**src/rtl/flash_qspi_arbiter.sv**
```systemverilog
// Two-requester arbiter in front of one QSPI flash read device, keeping a resume address per stream.
// Define FLASH_QSPI_ARBITER_PRIORITY_EN to give requester 0 fixed priority instead of round-robin bursts.
module flash_qspi_arbiter #(
    parameter int MAX_BURST_WORDS = 16
) (
    input  logic        clk,
    input  logic        rst,
    input  logic [1:0]  req_enable,
    input  logic [47:0] req_address,
    input  logic [1:0]  req_changeAddress,
    input  logic [1:0]  req_requestData,
    output logic [31:0] req_readData,
    output logic [1:0]  req_readDataValid,
    output logic [1:0]  req_granted,
    output logic        qspi_enable,
    output logic [23:0] qspi_address,
    output logic        qspi_changeAddress,
    output logic        qspi_requestData,
    input  logic [31:0] qspi_readData,
    input  logic        qspi_readDataValid
);
    typedef enum logic [1:0] {IDLE, SWITCH, STREAM} state_t;

    state_t      state, state_d;
    logic        owner, owner_d;
    logic        last_owner, last_owner_d;
    logic [8:0]  burst, burst_d;
    logic [23:0] resume [2];
    logic [23:0] resume_d [2];
    logic [1:0]  want;
    logic        deliver;
    logic        burst_end;
    logic        pick;
    logic        preempt;

    assign want      = req_enable & req_requestData;
    assign deliver   = (state == STREAM) && qspi_readDataValid;
    assign burst_end = ((burst + 9'd1) == 9'(MAX_BURST_WORDS));

`ifdef FLASH_QSPI_ARBITER_PRIORITY_EN
    assign pick    = ~want[0];
    assign preempt = deliver && owner && want[0];
`else
    assign pick    = (want == 2'b11) ? ~last_owner : want[1];
    assign preempt = deliver && burst_end && want[~owner];
`endif

    // A new stream start always overrides the post-delivery increment.
    always_comb begin
        for (int i = 0; i < 2; i++) begin
            resume_d[i] = resume[i];
            if (req_changeAddress[i]) begin
                resume_d[i] = req_address[24*i +: 24] & 24'hFFFFFC;
            end else if (deliver && (owner == 1'(i))) begin
                resume_d[i] = resume[i] + 24'd4;
            end
        end
    end

    always_comb begin
        state_d      = state;
        owner_d      = owner;
        last_owner_d = last_owner;
        burst_d      = burst;
        case (state)
            IDLE: begin
                if (|want) begin
                    owner_d = pick;
                    state_d = SWITCH;
                end
            end
            SWITCH: begin
                burst_d = '0;
                if (!req_changeAddress[owner]) begin
                    state_d = STREAM;
                end
            end
            STREAM: begin
                if (deliver) begin
                    burst_d = burst_end ? burst : burst + 9'd1;
                end
                if (req_changeAddress[owner]) begin
                    state_d = SWITCH;
                end else if (!want[owner]) begin
                    state_d      = IDLE;
                    last_owner_d = owner;
                end else if (preempt) begin
                    owner_d      = ~owner;
                    last_owner_d = owner;
                    state_d      = SWITCH;
                end
            end
            default: state_d = IDLE;
        endcase
    end

    always_comb begin
        req_granted       = '0;
        req_readDataValid = '0;
        qspi_requestData  = 1'b0;
        if (state != IDLE) begin
            req_granted[owner] = 1'b1;
        end
        if (state == STREAM) begin
            qspi_requestData         = want[owner];
            req_readDataValid[owner] = qspi_readDataValid;
        end
    end

    // Gated by reset so every output reads zero while rst is held low.
    assign qspi_enable  = rst & (|req_enable);
    assign req_readData = rst ? qspi_readData : '0;

    always_ff @(posedge clk or negedge rst) begin
        if (!rst) begin
            state              <= IDLE;
            owner              <= 1'b0;
            last_owner         <= 1'b1;
            burst              <= '0;
            resume[0]          <= '0;
            resume[1]          <= '0;
            qspi_address       <= '0;
            qspi_changeAddress <= 1'b0;
        end else begin
            state              <= state_d;
            owner              <= owner_d;
            last_owner         <= last_owner_d;
            burst              <= burst_d;
            resume[0]          <= resume_d[0];
            resume[1]          <= resume_d[1];
            qspi_changeAddress <= (state_d == SWITCH);
            qspi_address       <= (state_d == SWITCH) ? resume_d[owner_d] : '0;
        end
    end
endmodule
```
**config.mk**
```make
export PLATFORM = sky130hd
export DESIGN_NAME = flash_qspi_arbiter
export DESIGN_NICKNAME = d
export VERILOG_FILES = /design/src/rtl/flash_qspi_arbiter.sv
export SDC_FILE = /design/constraint.sdc
export NUM_CORES = 1
export LEC_CHECK = 0
export CAP_MARGIN = 25
export CORE_MARGIN = 2
export CORE_UTILIZATION = 52
export CTS_CLUSTER_SIZE = 12
export DETAILED_ROUTE_END_ITERATION = 10
export GPL_ROUTABILITY_DRIVEN = 0
export PLACE_DENSITY = 0.87
export REMOVE_ABC_BUFFERS = 1
export SLEW_MARGIN = 0
export SYNTH_ARGS = -nofsm -noshare
export SYNTH_HDL_FRONTEND = slang
export SYNTH_SLANG_ARGS = --single-unit
```
**constraint.sdc**
```tcl
create_clock -name clk -period 5.5 [get_ports clk]
set_input_delay 1.1 -clock clk [delete_from_list [all_inputs] [get_ports clk]]
set_output_delay 1.1 -clock clk [all_outputs]
set_load 0.005 [all_outputs]
```
==> results of run 1 <==
==> metal layers <==
metal	wire [um]	GRT usage, %	up-vias
met5	0	0	-
li1	-	-	2281
met3	1120	4.41	33
met1	5510	33.5	2346
met4	313	12.7	0
met2	7010	45.3	263
==> where the power goes <==
group | leakage, nW | internal [mW] | total (mW) | switching (mW)
sequential | 1.08 | 0.755 | 0.855 | 0.100
combinational | 1.53 | 0.436 | 0.865 | 0.429
clock | 0.106 | 0.247 | 0.478 | 0.231
==> kinds of logic after synthesis <==
kind of cell | count (synthesis) | synth area share [%]
xor+xnor | 20 | 3.44
flops | 86 | 42.3
mux | 33 | 6.56
fa+ha+maj | 3 | 0.737
simple gates | 229 | 25.2
buf+inv | 52 | 4.94
compound gates | 139 | 16.8
==> sequential cells by signal (all words and copies together) (netlist names) <==
register	count
state	2
qspi_address	24
owner	1
burst	9
resume	48
qspi_changeAddress	1
last_owner	1
==> worst paths after layout <==
check                                   endpoint  slack, ns  depth (start not counted)
min in group asynchronous               state[1]       0.83                          1
max in group asynchronous             resume[26]       3.67                          2
worst max register to register  qspi_address[16]       2.67                          8
worst min register to register        last_owner       0.49                          1
worst max-delay path            qspi_requestData       1.74                          5
worst min-delay path                  last_owner       0.49                          1
==> layout make-up <==
class | instances | area (um^2)
Timing Repair Buffer | 153 | 1510
Fill cell | 749 | 2830
Clock inverter | 2 | 38.8
Inverter | 16 | 65.1
Multi-Input combinational cell | 424 | 2700
Clock buffer | 13 | 169
Tap cell | 133 | 166
Sequential cell | 86 | 2150
==> stage by stage <==
| stage | instance area [um^2] | worst slack (ns) |
|---|---|---|
| after floorplan | 4910 | 1.25 |
| after global placement | 6600 | 1.79 |
| after detailed placement | 6600 | 1.75 |
| after CTS | 6810 | 1.74 |
| after global routing | 6810 | 1.61 |
| final | 6810 | 1.74 |
==> layout by cell type, fill, tap and decap left out, types with 3 or more instances in the layout <==
| cell | Yosys | routed |
|---|---|---|
| clkdlybuf4s50_1 | 0 | 146 |
| dfrtp_1 | 85 | 85 |
| o21ai_0 | 77 | 76 |
| nand2_1 | 50 | 50 |
| nor2_1 | 36 | 36 |
| and2_1 | 33 | 33 |
| mux2i_1 | 30 | 30 |
| nand3_1 | 24 | 24 |
| inv_1 | 15 | 15 |
| xnor2_1 | 15 | 15 |
| a31oi_1 | 13 | 13 |
| or4_1 | 12 | 12 |
| clkbuf_8 | 0 | 12 |
| nand4_1 | 10 | 10 |
| nor4_1 | 10 | 10 |
| nor2b_1 | 8 | 8 |
| nor3_1 | 8 | 8 |
| o21ai_1 | 7 | 7 |
| o31ai_1 | 7 | 7 |
| o311ai_0 | 7 | 7 |
| buf_4 | 0 | 7 |
| or3_1 | 6 | 6 |
| or2_2 | 6 | 6 |
| xor2_1 | 5 | 5 |
| nand2b_1 | 4 | 4 |
| and3_1 | 4 | 4 |
| a21oi_1 | 4 | 4 |
| a22o_1 | 4 | 4 |
| o21a_1 | 3 | 3 |
| and4_1 | 3 | 3 |
| ha_1 | 3 | 3 |
==> critical path: cells and delay by family <==
family | cells | cell delay (ns)
AO/OA/AOI/OAI | 1 | 0.16
AND/OR/NAND/NOR | 2 | 0.37
buffers and inverters | 2 | 1.03
==> flow_metrics.env, run 1 <==
export IMPL_start_util_pct=52.9
export IMPL_grt_max_degree=87
export IMPL_drc=0
export IMPL_hp_start="last_owner"
export IMPL_cp_arrival_ns=2.66
export IMPL_relSlewSlack_pct=42.5
export IMPL_fin_crit_ns=3.76
export IMPL_cts_setup_buffers=0
export IMPL_crit_fanout=5
export IMPL_synth_area_leader_cell="dfrtp_1"
export IMPL_avgSynthCellArea_um2=9.07
export IMPL_crit_path_start_kind="input port"
export IMPL_p_total_mw=2.20
export IMPL_drt_iter0_drc=516
export IMPL_core_area_um2=9640
export IMPL_required_ns=4.40
export IMPL_ys_seq_area_share_pct=42.3
export IMPL_diodes=0
export IMPL_clockBufferDepth=2
export IMPL_setup_viol=0
export IMPL_hp_class="reg2reg"
export IMPL_syn_cell_area_um2=5090
export IMPL_root_buffer="clkbuf_8"
export IMPL_cp_startpoint="req_enable[0]"
export IMPL_clkTransAtPathRegs_ns=0.09
export IMPL_ys_async_sr_fraction_pct=100
export IMPL_hold_slack_ns=0.492
export IMPL_power_density_nw_per_um2=323
export IMPL_grt_usage_pct=26.8
export IMPL_drive_gt1_share_pct=6.63
export IMPL_hold_viol=0
export IMPL_status="finished clean"
export IMPL_synth_cells=562
export IMPL_port_buffers=147
export IMPL_slew_viol_final=0
export IMPL_netlist_top_cells_area="dfrtp_1 42%, o21ai_0 7.6%, mux2i_1 5.9%"
export IMPL_antenna_found_initial=0
export IMPL_path_class="in2out"
export IMPL_gr_total_overflow=0
export IMPL_reg2reg_from="burst[0]"
export IMPL_hold_buffers=0
export IMPL_layoutNonFillerInstCount=827
export IMPL_num_io_pins=152
export IMPL_dr_pass1_iters=5
export IMPL_clock_latency_ns=0.37
export IMPL_synth_edf_count=0
export IMPL_synth_warnings=0
export IMPL_yosysTopAreaCellShare_pct=41.7
export IMPL_cts_inserted_buffers=9
export IMPL_crit_top_cell="clkdlybuf4s50_1"
export IMPL_p_leak_nw=2.71
export IMPL_final_core_util_pct=70.6
export IMPL_drv_cap=0
export IMPL_crit_chain="clkdlybuf4s50_1 > nand2_1 > o21ai_0 > nor2b_1 > clkdlybuf4s50_1"
export IMPL_hpwl_um=9800
export IMPL_htreeDepth=3
export IMPL_synth_cell_types=61
export IMPL_grt_pass1_vias=4687
export IMPL_dieArea_um2=10600
export IMPL_vias=4923
export IMPL_cts_sinks=86
export IMPL_wl_per_cell_um=16.9
export IMPL_max_vdd_ir_drop_mv=0.170
export IMPL_synth_seq_cells=86
export IMPL_finalSetupTns_ns=0
export IMPL_num_nets_final=782
export IMPL_fp_row_count=36
export IMPL_period_share_pct=68.4
export IMPL_placedCellCount=812
export IMPL_yosys_top_cells_count="85 x dfrtp_1, 77 x o21ai_0, 50 x nand2_1, 36 x nor2_1, 33 x and2_1"
export IMPL_fp_dieH_um=103
export IMPL_via_per_inst=5.95
export IMPL_grt_first_pass_wirelength_um=22100
export IMPL_worst_path_largest_cell_delay_ns=0.53
export IMPL_endpoint_kind="primary output"
export IMPL_area_growth_pct=33.6
export IMPL_fmax_ghz=0.266
export IMPL_wirelength_um=14000
export IMPL_cts_tree="built"
export IMPL_finalClockSkew_ns=0.0169
export IMPL_rsz0062_at_grt="false"
export IMPL_drtAntennaViolNets=0
export IMPL_cts_resized=0
export IMPL_worst_pin_slew_ns=0.863
export IMPL_die_w_um=103
export IMPL_yosysMostFrequentCell="dfrtp_1"
export IMPL_synthFlopType="dfrtp_1"
export IMPL_cp_slowest_cell="clkdlybuf4s50_1"
Power figures use the tool's default switching activity.
==> run 2: changes to the inputs <==
- CORE_UTILIZATION: 52 -> 43
- PLACE_DENSITY: 0.87 -> 0.77
- clock period: 5.5 -> 3.4 ns (I/O delays scaled with it)
==> run 2 against run 1 <==
Net effect:
- global-route usage decreased by 4.9 points
- non-clock buffer count increased by 5
- sequential share of layout area decreased by 0.85 points
==> flow_metrics.env, run 2 (synthesis results as in run 1) <==
export IMPL_drt_iter0_drc=298
export IMPL_grt_first_pass_wirelength_um=22500
export IMPL_core_area_um2=11500
export IMPL_root_buffer="clkbuf_16"
export IMPL_clock_latency_ns=0.34
export IMPL_placed_area_um2=6670
export IMPL_crit_chain="clkdlybuf4s50_1 > nand2_1 > o21ai_0 > nor2b_1 > clkdlybuf4s50_1"
export IMPL_drive_gt1_share_pct=7.43
export IMPL_drc=0
export IMPL_cts_inserted_buffers=9
export IMPL_cts_setup_buffers=0
export IMPL_area_growth_pct=37.3
export IMPL_p_seq_share_pct=36.3
export IMPL_drtAntennaViolNets=0
export IMPL_p_switching_mw=1.25
export IMPL_antenna_found_initial=0
export IMPL_path_class="in2out"
export IMPL_dp_slack_ns=0.180
export IMPL_layout_commonest_cell="clkdlybuf4s50_1"
export IMPL_diodes=0
export IMPL_worst_pin_slew_ns=0.895
export IMPL_htreeDepth=3
export IMPL_die_w_um=113
export IMPL_setup_viol=0
export IMPL_gr_total_overflow=0
export IMPL_p_leak_nw=2.79
export IMPL_required_ns=2.72
export IMPL_wl_per_cell_um=16.3
export IMPL_placedCellCount=827
export IMPL_hpwl_um=9900
export IMPL_finalSetupTns_ns=0
export IMPL_cts_sinks=86
export IMPL_num_nets_final=787
export IMPL_max_vdd_ir_drop_mv=0.268
export IMPL_reg_largest_list="resume: 48 flops, qspi_address: 24 flops, burst: 9 flops"
export IMPL_crit_fanout=5
export IMPL_setup_ws_ns=0.401
export IMPL_finalClockSkew_ns=0.00824
export IMPL_crit_path_start_kind="input port"
export IMPL_via_per_inst=5.67
export IMPL_p_int_mw=2.61
export IMPL_clkTransAtPathRegs_ns=0.06
export IMPL_cts_resized=0
export IMPL_design_area_um2=6990
export IMPL_fp_dieH_um=113
export IMPL_hold_slack_ns=0.271
export IMPL_fin_crit_ns=3.00
export IMPL_rsz0062_at_grt="false"
export IMPL_clkPwrFrac_pct=27.0
export IMPL_grt_pass1_vias=4607
export IMPL_dieArea_um2=12700
export IMPL_cp_arrival_ns=2.32
export IMPL_fmax_ghz=0.333
export IMPL_drv_cap=0
export IMPL_vias=4779
export IMPL_period_share_pct=88.2
export IMPL_largest_reg_flops=48
export IMPL_relSlewSlack_pct=40.3
export IMPL_reg2reg_slack_ns=0.64
export IMPL_hp_class="in2async"
export IMPL_largest_register="resume"
export IMPL_dr_pass1_iters=5
export IMPL_grt_usage_pct=21.8
export IMPL_final_cell_mix="146 x clkdlybuf4s50_1, 85 x dfrtp_1, 76 x o21ai_0, 50 x nand2_1, 36 x nor2_1"
export IMPL_hold_buffers=0
export IMPL_status="finished clean"
export IMPL_hold_viol=0
export IMPL_power_density_nw_per_um2=552
export IMPL_cts_tree="built"
export IMPL_fp_row_count=39
export IMPL_crit_top_cell="clkdlybuf4s50_1"
export IMPL_cp_num_buf_inv=2
export IMPL_start_util_pct=44.4
export IMPL_wirelength_um=13800
export IMPL_cp_slowest_cell="clkdlybuf4s50_1"
export IMPL_grt_max_degree=73
export IMPL_worst_path_largest_cell_delay_ns=0.55
export IMPL_slew_viol_final=0
export IMPL_cp_top_family="buffers and inverters"
export IMPL_layoutNonFillerInstCount=843
export IMPL_port_buffers=147
export IMPL_endpoint_kind="primary output"
export IMPL_clockBufferDepth=2
export IMPL_num_io_pins=152
export IMPL_p_comb_share_pct=36.7
export IMPL_switching_share_pct=32.4
run 2: path summary, 6_finish.rpt:
| check | start | endpoint | cells past startpoint |
|---|---|---|---|
| max in group asynchronous | rst | resume[22] | 2 |
| hold reg to reg | last_owner | last_owner | 1 |
| setup reg to reg | owner | qspi_address[20] | 6 |
| hold / removal | rst | burst[1] | 1 |
| setup / recovery | req_enable[0] | qspi_requestData | 5 |
| min in group clk | last_owner | last_owner | 1 |
run 2: power groups by stage:
stage	combinational, mW	sequential, mW	clock, mW
final	1.42	1.40	1.04
after global routing	1.54	1.43	1.10
after CTS	1.42	1.40	1.05
after detailed placement	1.42	1.42	0
after global placement	1.39	1.41	0
after floorplan	0.732	1.38	0
run 2: final cells by class:
cell class	instances	area, um^2
repair buffers	158	1580
clock inverters	2	37.5
clock buffers	14	284
well taps	143	179
flip-flops and latches	86	2150
multi-input cells	424	2700
fillers	966	4470
inverters	16	65.1
run 2: metrics by stage:
| step | utilization [%] | total power, mW |
|---|---|---|
| 4_1_cts | 61.0 | 3.88 |
| 5_1_grt | 61.0 | 4.07 |
| 3_5_place_dp | 58.2 | 2.83 |
| 3_3_place_gp | 58.2 | 2.79 |
| 6_report | 61.0 | 3.86 |
| 2_1_floorplan | - | 2.11 |
run 2: layer usage:
metal	global-route usage, %	up-vias	share of wire, %
met5	0	-	0
li1	-	2296	-
met1	28.4	2266	42
met3	3.80	23	7.8
met4	9.92	0	2.4
met2	35.8	194	48
run 2: worst reg2reg max path, stage by stage, from the launching register on:
cell      delay, ns
dfrtp_1        0.59
nand4b_1       0.42
or4_1          0.72
or3_1          0.40
a31oi_1        0.24
o21ai_0        0.16
mux2i_1        0.14
==> run 3: changes to the inputs <==
- CORE_UTILIZATION: 43 -> 30
- PLACE_DENSITY: 0.77 -> unset
==> run 3 against run 2 <==
Net effect:
- routed wire length increased by 4.9%
- register-to-register slack about the same
- critical endpoint unchanged
- highest routed layer unchanged
- cell count increased by 9.1%
- largest cell class unchanged
- die area increased by 42%
==> flow_metrics.env, run 3 (synthesis results as in run 1) <==
export IMPL_num_io_pins=152
export IMPL_cts_setup_buffers=0
export IMPL_hold_viol=0
export IMPL_max_vdd_ir_drop_mv=0.288
export IMPL_status="finished clean"
export IMPL_port_buffers=147
export IMPL_placed_area_um2=6770
export IMPL_drc=0
export IMPL_clockBufferDepth=2
export IMPL_n_fill_cell=1629
export IMPL_hold_buffers=0
export IMPL_via_per_inst=5.11
export IMPL_hold_slack_ns=0.333
export IMPL_finalSetupTns_ns=0
export IMPL_crit_top_cell="clkdlybuf4s50_1"
export IMPL_cts_inserted_buffers=9
export IMPL_cp_num_buf_inv=2
export IMPL_diodes=0
export IMPL_cp_arrival_ns=2.27
export IMPL_worst_pin_slew_ns=0.807
export IMPL_area_growth_pct=38.5
export IMPL_die_w_um=134
export IMPL_crit_chain="clkdlybuf4s50_1 > nand2_1 > o21ai_0 > nor2b_1 > clkdlybuf4s50_1"
export IMPL_finalClockSkew_ns=0.0103
export IMPL_endpoint_kind="primary output"
export IMPL_p_total_mw=3.76
export IMPL_setup_viol=0
export IMPL_cp_top_family="buffers and inverters"
export IMPL_cp_slowest_cell="clkdlybuf4s50_1"
export IMPL_grt_pass1_vias=4675
export IMPL_hp_class="in2async"
export IMPL_hpwl_um=10700
export IMPL_path_class="in2out"
export IMPL_design_area_um2=7060
export IMPL_grt_max_degree=64
export IMPL_root_buffer="clkbuf_16"
export IMPL_reg2reg_depth=6
export IMPL_cts_sinks=86
export IMPL_required_ns=2.72
export IMPL_fp_dieH_um=134
export IMPL_r2r_end="qspi_address[22]"
export IMPL_largest_reg_flops=48
export IMPL_clock_latency_ns=0.33
export IMPL_crit_path_start_kind="input port"
export IMPL_rsz0062_at_grt="false"
export IMPL_htreeDepth=3
export IMPL_relSlewSlack_pct=46.2
export IMPL_clkTransAtPathRegs_ns=0.06
export IMPL_drv_cap=0
export IMPL_slew_viol_final=0
export IMPL_reg2reg_from="owner"
export IMPL_reg_largest_list="resume: 48 flops, qspi_address: 24 flops, burst: 9 flops"
export IMPL_fp_row_count=47
export IMPL_period_share_pct=86.7
export IMPL_layout_commonest_cell="clkdlybuf4s50_1"
export IMPL_fmax_ghz=0.339
export IMPL_power_density_nw_per_um2=532
export IMPL_cts_tree="built"
export IMPL_drive_gt1_share_pct=7.43
export IMPL_cts_resized=0
export IMPL_p_leak_nw=2.78
export IMPL_vias=4701
export IMPL_dieArea_um2=18000
export IMPL_grt_usage_pct=16.0
export IMPL_drt_iter0_drc=352
export IMPL_largest_register="resume"
export IMPL_wl_per_cell_um=15.7
export IMPL_wirelength_um=14400
export IMPL_start_util_pct=30.7
export IMPL_reg2reg_slack_ns=0.64
export IMPL_grt_first_pass_wirelength_um=23500
export IMPL_dr_pass1_iters=7
export IMPL_final_cell_mix="146 x clkdlybuf4s50_1, 85 x dfrtp_1, 76 x o21ai_0, 50 x nand2_1, 36 x nor2_1"
export IMPL_gr_total_overflow=0
export IMPL_core_area_um2=16600
export IMPL_fin_crit_ns=2.95
export IMPL_antenna_found_initial=0
export IMPL_drtAntennaViolNets=0
export IMPL_crit_fanout=5
export IMPL_num_nets_final=787
export IMPL_worst_path_largest_cell_delay_ns=0.54
==> run 3: cell types whose count changed in the layout (fill, tap and decap cells not counted), sizes merged <==
cell | before | now
clkbuf | 14 | 12
clkinv | 1 | 3
bufinv | 1 | 0
inv | 15 | 16
==> run 3: worst max-delay path by stage <==
stage,start,slack [ns],cells past startpoint,endpoint
after floorplan,req_enable[1],-0.43,6,qspi_address[0]
after global placement,req_enable[1],0.23,8,qspi_address[19]
after detailed placement,req_enable[1],0.14,8,qspi_address[5]
after CTS,req_enable[0],0.46,5,qspi_requestData
after global routing,req_enable[0],0.34,5,qspi_requestData
final,req_enable[0],0.45,5,qspi_requestData
==> run 3: final cells by class <==
| type | instances | area, um^2 | share of cell area, % |
|---|---|---|---|
| Sequential cell | 86 | 2150 | 30.5 |
| Clock inverter | 4 | 30.0 | 0.426 |
| Multi-Input combinational cell | 424 | 2700 | 38.3 |
| Tap cell | 220 | 275 | 3.90 |
| Timing Repair Buffer | 158 | 1580 | 22.3 |
| Inverter | 16 | 65.1 | 0.922 |
| Clock buffer | 12 | 256 | 3.64 |
==> run 3: power breakdown <==
group	leakage (nW)	internal, mW	switching [mW]
Sequential	1.08	1.22	0.192
Clock	0.139	0.538	0.399
Combinational	1.56	0.733	0.669
Total	2.78	2.50	1.26
==> run 3: routing by layer <==
metal	GRT usage (%)	part of all wire, %	vias to the layer above
met4	4.04	1.0	0
met2	27.0	48	157
met3	2.91	4.8	14
li1	-	-	2306
met1	21.3	46	2224
met5	0	0	-
==> run 3: through the flow <==
stage	util (%)	cells	setup slack [ns]
6_report	42.5	920	0.452
5_1_grt	42.5	920	0.341
4_1_cts	42.5	920	0.464
3_5_place_dp	40.8	904	0.143
3_3_place_gp	40.8	904	0.228
2_1_floorplan	-	526	-0.434
